**config.mk**
```make
export PLATFORM = sky130hd
export DESIGN_NAME = apb2axi_bridge
export DESIGN_NICKNAME = d
export VERILOG_FILES = /design/src/rtl/apb2axi_pkg.sv /design/src/rtl/apb2axi_bridge.sv
export SDC_FILE = /design/constraint.sdc
export NUM_CORES = 1
export LEC_CHECK = 0
export ABC_CLOCK_PERIOD_IN_PS = 1950
export CAP_MARGIN = 0
export CORE_AREA = 2 2 167 169
export DETAILED_ROUTE_END_ITERATION = 8
export DIE_AREA = 0 0 169 171
export MAX_ROUTING_LAYER = met4
export PLACE_DENSITY = 0.6
export SYNTH_ARGS = -nofsm -noshare
export SYNTH_HDL_FRONTEND = slang
export SYNTH_SLANG_ARGS = --single-unit
```
**constraint.sdc**
```tcl
create_clock -name clk_i -period 1.95 [get_ports clk_i]
set_input_delay 0.585 -clock clk_i [delete_from_list [all_inputs] [get_ports clk_i]]
set_output_delay 0.585 -clock clk_i [all_outputs]
set_load 0.02 [all_outputs]
```
**src/rtl/apb2axi_pkg.sv**
```systemverilog
// rtl/apb2axi_pkg.sv - shared types, AXI constants and width helpers for the APB-to-AXI bridge
package apb2axi_pkg;

    typedef enum logic [2:0] {
        IDLE,
        WR_REQ,
        WR_RESP,
        RD_REQ,
        RD_RESP,
        DONE
    } state_e;

    localparam logic [1:0] BURST_INCR  = 2'b01;

    localparam logic [1:0] RESP_OKAY   = 2'b00;
    localparam logic [1:0] RESP_EXOKAY = 2'b01;
    localparam logic [1:0] RESP_SLVERR = 2'b10;
    localparam logic [1:0] RESP_DECERR = 2'b11;

    // AXI size encoding for a beat of data_width bits
    function automatic logic [2:0] axi_size(input int data_width);
        return 3'($clog2(data_width / 8));
    endfunction

    function automatic int lane_lsb(input int apb_data_width);
        return $clog2(apb_data_width / 8);
    endfunction

    function automatic int lane_msb(input int axi_data_width);
        return $clog2(axi_data_width / 8) - 1;
    endfunction

endpackage

```
**src/rtl/apb2axi_bridge.sv**
```systemverilog
// rtl/apb2axi_bridge.sv - APB3 slave to single-beat AXI4 master bridge with lane steering
module apb2axi_bridge
    import apb2axi_pkg::*;
#(
    parameter int APB_ADDR_WIDTH = 32,
    parameter int APB_DATA_WIDTH = 32,
    parameter int AXI_ADDR_WIDTH = 32,
    parameter int AXI_DATA_WIDTH = 64,
    parameter int AXI_ID_WIDTH   = 6,
    parameter int AXI_USER_WIDTH = 6,
    parameter int AXI_ID         = 0
) (
    input  logic                        clk_i,
    input  logic                        rst_ni,

    input  logic                        psel_i,
    input  logic                        penable_i,
    input  logic                        pwrite_i,
    input  logic [APB_ADDR_WIDTH-1:0]   paddr_i,
    input  logic [APB_DATA_WIDTH-1:0]   pwdata_i,
    output logic [APB_DATA_WIDTH-1:0]   prdata_o,
    output logic                        pready_o,
    output logic                        pslverr_o,

    output logic                        aw_valid_o,
    input  logic                        aw_ready_i,
    output logic [AXI_ADDR_WIDTH-1:0]   aw_addr_o,
    output logic [AXI_ID_WIDTH-1:0]     aw_id_o,
    output logic [7:0]                  aw_len_o,
    output logic [2:0]                  aw_size_o,
    output logic [1:0]                  aw_burst_o,
    output logic                        aw_lock_o,
    output logic [3:0]                  aw_cache_o,
    output logic [2:0]                  aw_prot_o,
    output logic [3:0]                  aw_qos_o,
    output logic [3:0]                  aw_region_o,
    output logic [AXI_USER_WIDTH-1:0]   aw_user_o,

    output logic                        w_valid_o,
    input  logic                        w_ready_i,
    output logic [AXI_DATA_WIDTH-1:0]   w_data_o,
    output logic [AXI_DATA_WIDTH/8-1:0] w_strb_o,
    output logic                        w_last_o,
    output logic [AXI_USER_WIDTH-1:0]   w_user_o,

    input  logic                        b_valid_i,
    output logic                        b_ready_o,
    input  logic [1:0]                  b_resp_i,
    input  logic [AXI_ID_WIDTH-1:0]     b_id_i,
    input  logic [AXI_USER_WIDTH-1:0]   b_user_i,

    output logic                        ar_valid_o,
    input  logic                        ar_ready_i,
    output logic [AXI_ADDR_WIDTH-1:0]   ar_addr_o,
    output logic [AXI_ID_WIDTH-1:0]     ar_id_o,
    output logic [7:0]                  ar_len_o,
    output logic [2:0]                  ar_size_o,
    output logic [1:0]                  ar_burst_o,
    output logic                        ar_lock_o,
    output logic [3:0]                  ar_cache_o,
    output logic [2:0]                  ar_prot_o,
    output logic [3:0]                  ar_qos_o,
    output logic [3:0]                  ar_region_o,
    output logic [AXI_USER_WIDTH-1:0]   ar_user_o,

    input  logic                        r_valid_i,
    output logic                        r_ready_o,
    input  logic [AXI_DATA_WIDTH-1:0]   r_data_i,
    input  logic [1:0]                  r_resp_i,
    input  logic                        r_last_i,
    input  logic [AXI_ID_WIDTH-1:0]     r_id_i,
    input  logic [AXI_USER_WIDTH-1:0]   r_user_i
);

    localparam int RATIO     = AXI_DATA_WIDTH / APB_DATA_WIDTH;
    localparam int LANE_BITS = (RATIO > 1) ? $clog2(RATIO) : 1;
    localparam int APB_STRB  = APB_DATA_WIDTH / 8;
    localparam int LANE_LSB  = lane_lsb(APB_DATA_WIDTH);
    localparam int LANE_MSB  = lane_msb(AXI_DATA_WIDTH);

    state_e                      state_q, state_d;
    logic [APB_ADDR_WIDTH-1:0]   paddr_q;
    logic [APB_DATA_WIDTH-1:0]   pwdata_q;
    logic                        aw_done_q, w_done_q;
    logic                        pslverr_q;
    logic [APB_DATA_WIDTH-1:0]   prdata_q;
    logic [LANE_BITS-1:0]        lane;

    logic apb_access, aw_fire, w_fire, b_err, r_err;

    // Only one transaction is ever in flight, so IDs and user sidebands carry no information
    logic unused_inputs;
    assign unused_inputs = ^{b_id_i, b_user_i, r_id_i, r_user_i};

    assign apb_access = psel_i && penable_i;
    assign aw_fire    = aw_valid_o && aw_ready_i;
    assign w_fire     = w_valid_o && w_ready_i;
    assign b_err      = (b_resp_i == RESP_SLVERR) || (b_resp_i == RESP_DECERR);
    assign r_err      = (r_resp_i == RESP_SLVERR) || (r_resp_i == RESP_DECERR) || !r_last_i;

    generate
        if (RATIO > 1) begin : g_lane
            assign lane = paddr_q[LANE_MSB:LANE_LSB];
        end else begin : g_single_lane
            assign lane = '0;
        end
    endgenerate

    always_ff @(posedge clk_i or negedge rst_ni) begin
        if (!rst_ni) begin
            state_q <= IDLE;
        end else begin
            state_q <= state_d;
        end
    end

    always_comb begin
        state_d = state_q;
        case (state_q)
            IDLE:    if (apb_access) state_d = pwrite_i ? WR_REQ : RD_REQ;
            WR_REQ:  if ((aw_done_q || aw_fire) && (w_done_q || w_fire)) state_d = WR_RESP;
            WR_RESP: if (b_valid_i) state_d = DONE;
            RD_REQ:  if (ar_ready_i) state_d = RD_RESP;
            RD_RESP: if (r_valid_i) state_d = DONE;
            DONE:    state_d = IDLE;
            default: state_d = IDLE;
        endcase
    end

    always_ff @(posedge clk_i or negedge rst_ni) begin
        if (!rst_ni) begin
            paddr_q   <= '0;
            pwdata_q  <= '0;
            aw_done_q <= 1'b0;
            w_done_q  <= 1'b0;
            pslverr_q <= 1'b0;
            prdata_q  <= '0;
        end else begin
            case (state_q)
                IDLE: begin
                    aw_done_q <= 1'b0;
                    w_done_q  <= 1'b0;
                    pslverr_q <= 1'b0;
                    if (apb_access) begin
                        paddr_q  <= paddr_i;
                        pwdata_q <= pwdata_i;
                    end
                end
                WR_REQ: begin
                    if (aw_fire) aw_done_q <= 1'b1;
                    if (w_fire)  w_done_q  <= 1'b1;
                end
                WR_RESP: if (b_valid_i) pslverr_q <= b_err;
                RD_RESP: begin
                    if (r_valid_i) begin
                        pslverr_q <= r_err;
                        prdata_q  <= r_data_i[int'(lane)*APB_DATA_WIDTH +: APB_DATA_WIDTH];
                    end
                end
                default: ;
            endcase
        end
    end

    assign pready_o   = (state_q == DONE);
    assign pslverr_o  = (state_q == DONE) && pslverr_q;
    assign prdata_o   = prdata_q;

    assign aw_valid_o = (state_q == WR_REQ) && !aw_done_q;
    assign w_valid_o  = (state_q == WR_REQ) && !w_done_q;
    assign b_ready_o  = (state_q == WR_RESP);
    assign ar_valid_o = (state_q == RD_REQ);
    assign r_ready_o  = (state_q == RD_RESP);

    assign aw_addr_o   = AXI_ADDR_WIDTH'(paddr_q);
    assign aw_id_o     = AXI_ID_WIDTH'(AXI_ID);
    assign aw_len_o    = 8'd0;
    assign aw_size_o   = axi_size(APB_DATA_WIDTH);
    assign aw_burst_o  = BURST_INCR;
    assign aw_lock_o   = 1'b0;
    assign aw_cache_o  = 4'd0;
    assign aw_prot_o   = 3'd0;
    assign aw_qos_o    = 4'd0;
    assign aw_region_o = 4'd0;
    assign aw_user_o   = '0;

    assign ar_addr_o   = AXI_ADDR_WIDTH'(paddr_q);
    assign ar_id_o     = AXI_ID_WIDTH'(AXI_ID);
    assign ar_len_o    = 8'd0;
    assign ar_size_o   = axi_size(APB_DATA_WIDTH);
    assign ar_burst_o  = BURST_INCR;
    assign ar_lock_o   = 1'b0;
    assign ar_cache_o  = 4'd0;
    assign ar_prot_o   = 3'd0;
    assign ar_qos_o    = 4'd0;
    assign ar_region_o = 4'd0;
    assign ar_user_o   = '0;

    // Write data is replicated on every lane; the strobe picks the lane the address targets
    assign w_data_o = {RATIO{pwdata_q}};
    assign w_last_o = 1'b1;
    assign w_user_o = '0;

    always_comb begin
        w_strb_o = '0;
        w_strb_o[int'(lane)*APB_STRB +: APB_STRB] = '1;
    end

endmodule
```
# ---- Word level (Yosys, flattened, before mapping)
# Index checks and enable logic that the tools add are counted.
dict set report op_classes {
  add_sub_neg 1
  eq_ne 16
  shifts 3
  mux 14
  bitwise 1
  n_reduce_logical 24
}
# op count
set op_table {}
lappend op_table {{indexed part select 64 x 7 -> 32 bit} 1}
lappend op_table {{negation 3 -> 33 bit} 1}
lappend op_table {{variable shift 4 x 33 -> 8 bit (first input constant)} 1}
lappend op_table {{indexed part select 4 x 33 -> 8 bit (first input constant)} 1}
lappend op_table {{2-to-1 mux 3 bit} 5}
lappend op_table {{case mux 3 bit (5 select lines)} 1}
lappend op_table {{!= test 2 bit (second input constant)} 6}
lappend op_table {{AND 8 bit} 1}
lappend op_table {{== test 2 bit (second input constant)} 4}
lappend op_table {{AND reduction 2 bit} 4}
lappend op_table {{logical AND 1 bit} 7}
lappend op_table {{== test 3 x 2 -> 1 bit (second input constant)} 2}
lappend op_table {{== test 3 bit (second input constant)} 2}
lappend op_table {{logical OR 1 bit} 5}
lappend op_table {{AND reduction 5 bit} 1}
lappend op_table {{2-to-1 mux 1 bit} 4}
lappend op_table {{case mux 1 bit (2 select lines)} 2}
lappend op_table {{== test 3 x 1 -> 1 bit (second input constant)} 1}
lappend op_table {{logical NOT 1 bit} 3}
lappend op_table {{logical NOT 3 bit} 1}
lappend op_table {{case mux 1 bit (3 select lines)} 1}
lappend op_table {{AND reduction 3 bit} 1}
lappend op_table {{nonzero test 3 bit} 1}
lappend op_table {{2-to-1 mux 2 bit} 1}
lappend op_table {{2 further kinds} 2}
dict set report word_totals {
  register_bits 102
  out_inout_bits 264
}

# ---- Logic depth before layout (Yosys ltp)
dict set report logic_depth {
  ltp_word 7
  mapped_depth 6
}

# ---- Worst setup path after synthesis
# OpenSTA, ideal clock, no wires.
dict set report synth_timing {
  kind {register to output}
  start {register paddr_q[2] (netlist: ar_addr_o[2])}
  end {output w_strb_o[1]}
  t_arrival_ns 1.451
  required_ns 1.365
  path_slack_ns -0.086
  stages_incl_launch_ff 5
  path_buffers 3
  path_cell_list {dfrtp_1 clkbuf_1 buf_2 inv_1 buf_4}
}
dict set report synth_via {
  elab_chain_cells 3
}
# item line
set synth_rtl {}
lappend synth_rtl {{start: declaration} apb2axi_bridge.sv:82} ;# logic [APB_ADDR_WIDTH-1:0] paddr_q;
lappend synth_rtl {{start signal: assignment} apb2axi_bridge.sv:145} ;# paddr_q <= paddr_i;
lappend synth_rtl {{negation 3 -> 33 bit *} apb2axi_bridge.sv:206} ;# w_strb_o[int'(lane)*APB_STRB +: APB_STRB] = '1;
lappend synth_rtl {{indexed part select 4 x 33 -> 8 bit or variable shift 4 x 33 -> 8 bit (tied branches)} apb2axi_bridge.sv:206}
lappend synth_rtl {{AND 8 bit (no source line) *} n/a}
lappend synth_rtl {{end: declaration} apb2axi_bridge.sv:42} ;# output logic [AXI_DATA_WIDTH/8-1:0] w_strb_o,
# Mark *: on every way between the ends. The rest lies on a longest branch, timed or not.

# ---- Final worst setup path
dict set report layout_timing {
  start {register state_q[2]}
  end {output pslverr_o}
}
dict set report layout_via {
  elab_chain_cells 2
}
# item line
set layout_rtl {}
lappend layout_rtl {{start: declaration} apb2axi_bridge.sv:81} ;# state_e state_q, state_d;
lappend layout_rtl {{start signal: assignment} apb2axi_bridge.sv:113} ;# state_q <= state_d;
lappend layout_rtl {{== test 3 bit} apb2axi_bridge.sv:166} ;# assign pslverr_o = (state_q == DONE) && pslverr_q;
lappend layout_rtl {{logical AND 1 bit} apb2axi_bridge.sv:166}
lappend layout_rtl {{end: declaration} apb2axi_bridge.sv:23} ;# output logic pslverr_o,
# No other way between the ends.

==> metrics <==
Routed WL around 16000 um; Total GRT Usage 0.104; RSZ-0062 raised after global routing true; reg2reg start state_q[1]; Critical Path Start Type flip-flop; CP Capture Type output port; Die Y between 150 and 200 um; worst hold path type in -> async; sw frac 0.415; reg-to-reg slack, setup about 70 ps; TritonCTS sink count roughly 100; PwrDens 1630 mW/mm^2; Leak Pwr 4.61 nW; CTS tree done; ratio of cells with drive above 1 in the final layout 0.172; H-tree depth 3; vias in the first global route roughly 4000; dpl cells ~1100; gpl congestion between 0.7 and 0.8; clock latency on the worst-skew pair 350 ps; DRC viols 0; largest net degree at the start of global routing between 60 and 70; Register-to-Register Path Depth 7; first-pass GRT wire length ~22000 um; Syn Area/Cell between 10 and 15 um^2; register bit total from synthesis ~100; total gr overflow 0; count leader, synth buf_4; Yosys top cell by area dfrtp_1; Switch Pwr between 6 and 7 mW; Antenna Cells 0; 1st-pass router iterations 4; worst endpoint required time ~1400 ps; DRT antenna net count 0; CTS root buf clkbuf_16; Post-synth EDFFs 0; Final Max Slew Viols 0; DP Wirelength approximately 12000 um; Initial Utilization 0.207; CTS max path bufs 2; total CTS buffers 9; Mapped Cells slightly below 500; DR iter-0 viols around 110; NumNets Final roughly 930; main flop type after synthesis dfrtp_1; Unique masters post-synth 30; final worst-path cycle share 0.979; die area 0.0289 mm^2; max cap viols 0; VDD IR max 0.000657 V; worst slew pin tran between 500 and 600 ps; final instance area slightly above 0.009 mm^2; Seq pwr share 0.272; pre-CTS setup slack -165 ps; Core Area 0.0273 mm^2; final hold viol count 0; top cell type's share of synthesized area 0.451; critical path class reg -> out; sequential area share after synthesis 0.451; Slew headroom 0.632; max frequency 524 MHz; routed length per instance roughly 14 um; combinational share of power 0.588; clock-pin slew on the worst setup and hold paths 80 ps; Syn Std Cell Area roughly 0.0057 mm^2; final cell count without fillers around 1100; vias after detailed routing around 4100; Synth warnings 0; Synth area leaders dfrtp_1 45%, buf_4 22%, mux2_4 13%, mux2i_1 5.7%, a21oi_1 3.3%; synth-to-layout area growth 60.1%; Clock Skew 16.3 ps; Clock power frac 0.141; arrival time at the worst endpoint 1320 ps; I/O pins roughly 430; hold_buf cts 0; asr flop ratio synth 1.00; outcome completed; vias per cell between 3 and 4; initial antenna violation count 0; Synth top cells by count 164 x buf_4, 102 x dfrtp_1, 48 x mux2_4; Final WS setup approximately 42 ps; worst hold margin about 170 ps; Int Power about 8.6 mW; CP Max Fanout 4; Final Setup Violations 0; clock period minus final worst setup slack approximately 1900 ps; die width roughly 170 um; I/O Buffers about 320; FP Rows between 60 and 70; RR Endpoint ar_addr_o[14]; Post-DP Area 0.00852 mm^2
## cells in the final DEF (no fill, tap or decap), types with 2 or more instances in the layout
| cell type | instances |
|---|---|
| nor4b_1 | 2 |
| and3_4 | 2 |
| mux2_4 | 55 |
| buf_6 | 8 |
| and3_1 | 2 |
| conb_1 | 89 |
| buf_12 | 6 |
| buf_4 | 35 |
| dlygate4sd2_1 | 102 |
| nand2_1 | 7 |
| nor3_2 | 2 |
| mux2_1 | 8 |
| nor2_1 | 37 |
| clkdlybuf4s50_1 | 156 |
| inv_1 | 4 |
| bufinv_16 | 3 |
| a21oi_1 | 37 |
| clkbuf_16 | 11 |
| dfrtp_1 | 101 |
| dlymetal6s2s_1 | 49 |
| mux2i_1 | 32 |
## critical path: stages (launching register included)
cell	delay, ps
dfrtp_1	410
buf_4	150
nand2b_4	80
nor2_4	40
and2_1	160
buf_6	130
## through the flow
step                 util  power [mW]  TNS (ps)
floorplan               -        9.81         0
global placement    0.312        13.3     -7300
detailed placement  0.312        13.4     -8140
CTS                 0.319        14.8         0
global route        0.332        15.6      -156
finish              0.332        14.7         0
## worst max-delay path by stage
stage / start / end / slack (ps)
2_1_floorplan: ar_addr_o[2] / w_strb_o[1] / 6
6_report: state_q[2] / pslverr_o / 40
5_1_grt: state_q[2] / pslverr_o / -40
3_3_place_gp: psel_i / pwdata_q[1] / -150
3_5_place_dp: psel_i / pwdata_q[1] / -170
4_1_cts: ar_addr_o[24] / aw_addr_o[24] / 0.4
## cell families (layout without fill, tap and decap cells)
group,count (synthesis),in the layout,synth area share
compound gates,45,45,0.0433
mux,96,96,0.216
buf+inv,184,378,0.244
other cells,2,89,0.00133
flops,102,102,0.451
simple gates,57,58,0.0457
## power groups by stage
stage	clock network, mW	registers (mW)	logic, mW
6_report	2.07	4.01	8.66
3_5_place_dp	0	4.10	9.31
4_1_cts	2.18	4.06	8.56
3_3_place_gp	0	4.08	9.24
2_1_floorplan	0	5.19	4.62
5_1_grt	2.25	4.19	9.19
## metal layers
metal | vias to the layer above | GRT usage | part of all wire
li1 | 1918 | - | -
met1 | 1911 | 0.119 | 0.41
met2 | 235 | 0.176 | 0.51
met3 | 17 | 0.0234 | 0.068
met4 | 0 | 0.0401 | 0.016
met5 | - | - | 0
## sequential cells by signal, summed over array words and instances (netlist names)
register,count
aw_done_q,1
w_done_q,1
pwdata_q,32
pslverr_q,1
state_q,3
prdata_o,32
ar_addr_o,32
## area by class of cell
class / count / area, um^2
fill: 2812 / 18300
clock inverter: 4 / 97.6
tap: 346 / 433
clock buffer: 10 / 229
multi-input combinational: 288 / 2130
timing repair buffer: 360 / 3610
sequential: 102 / 2550
inverter: 4 / 15.0
## timing repair
action,CTS,global route
setup endpoints to repair,115,97
gates resized for setup,136,76
gates cloned,0,3
setup buffers,1,12
pin swaps,2,2
Power figures use the tool's default switching activity.
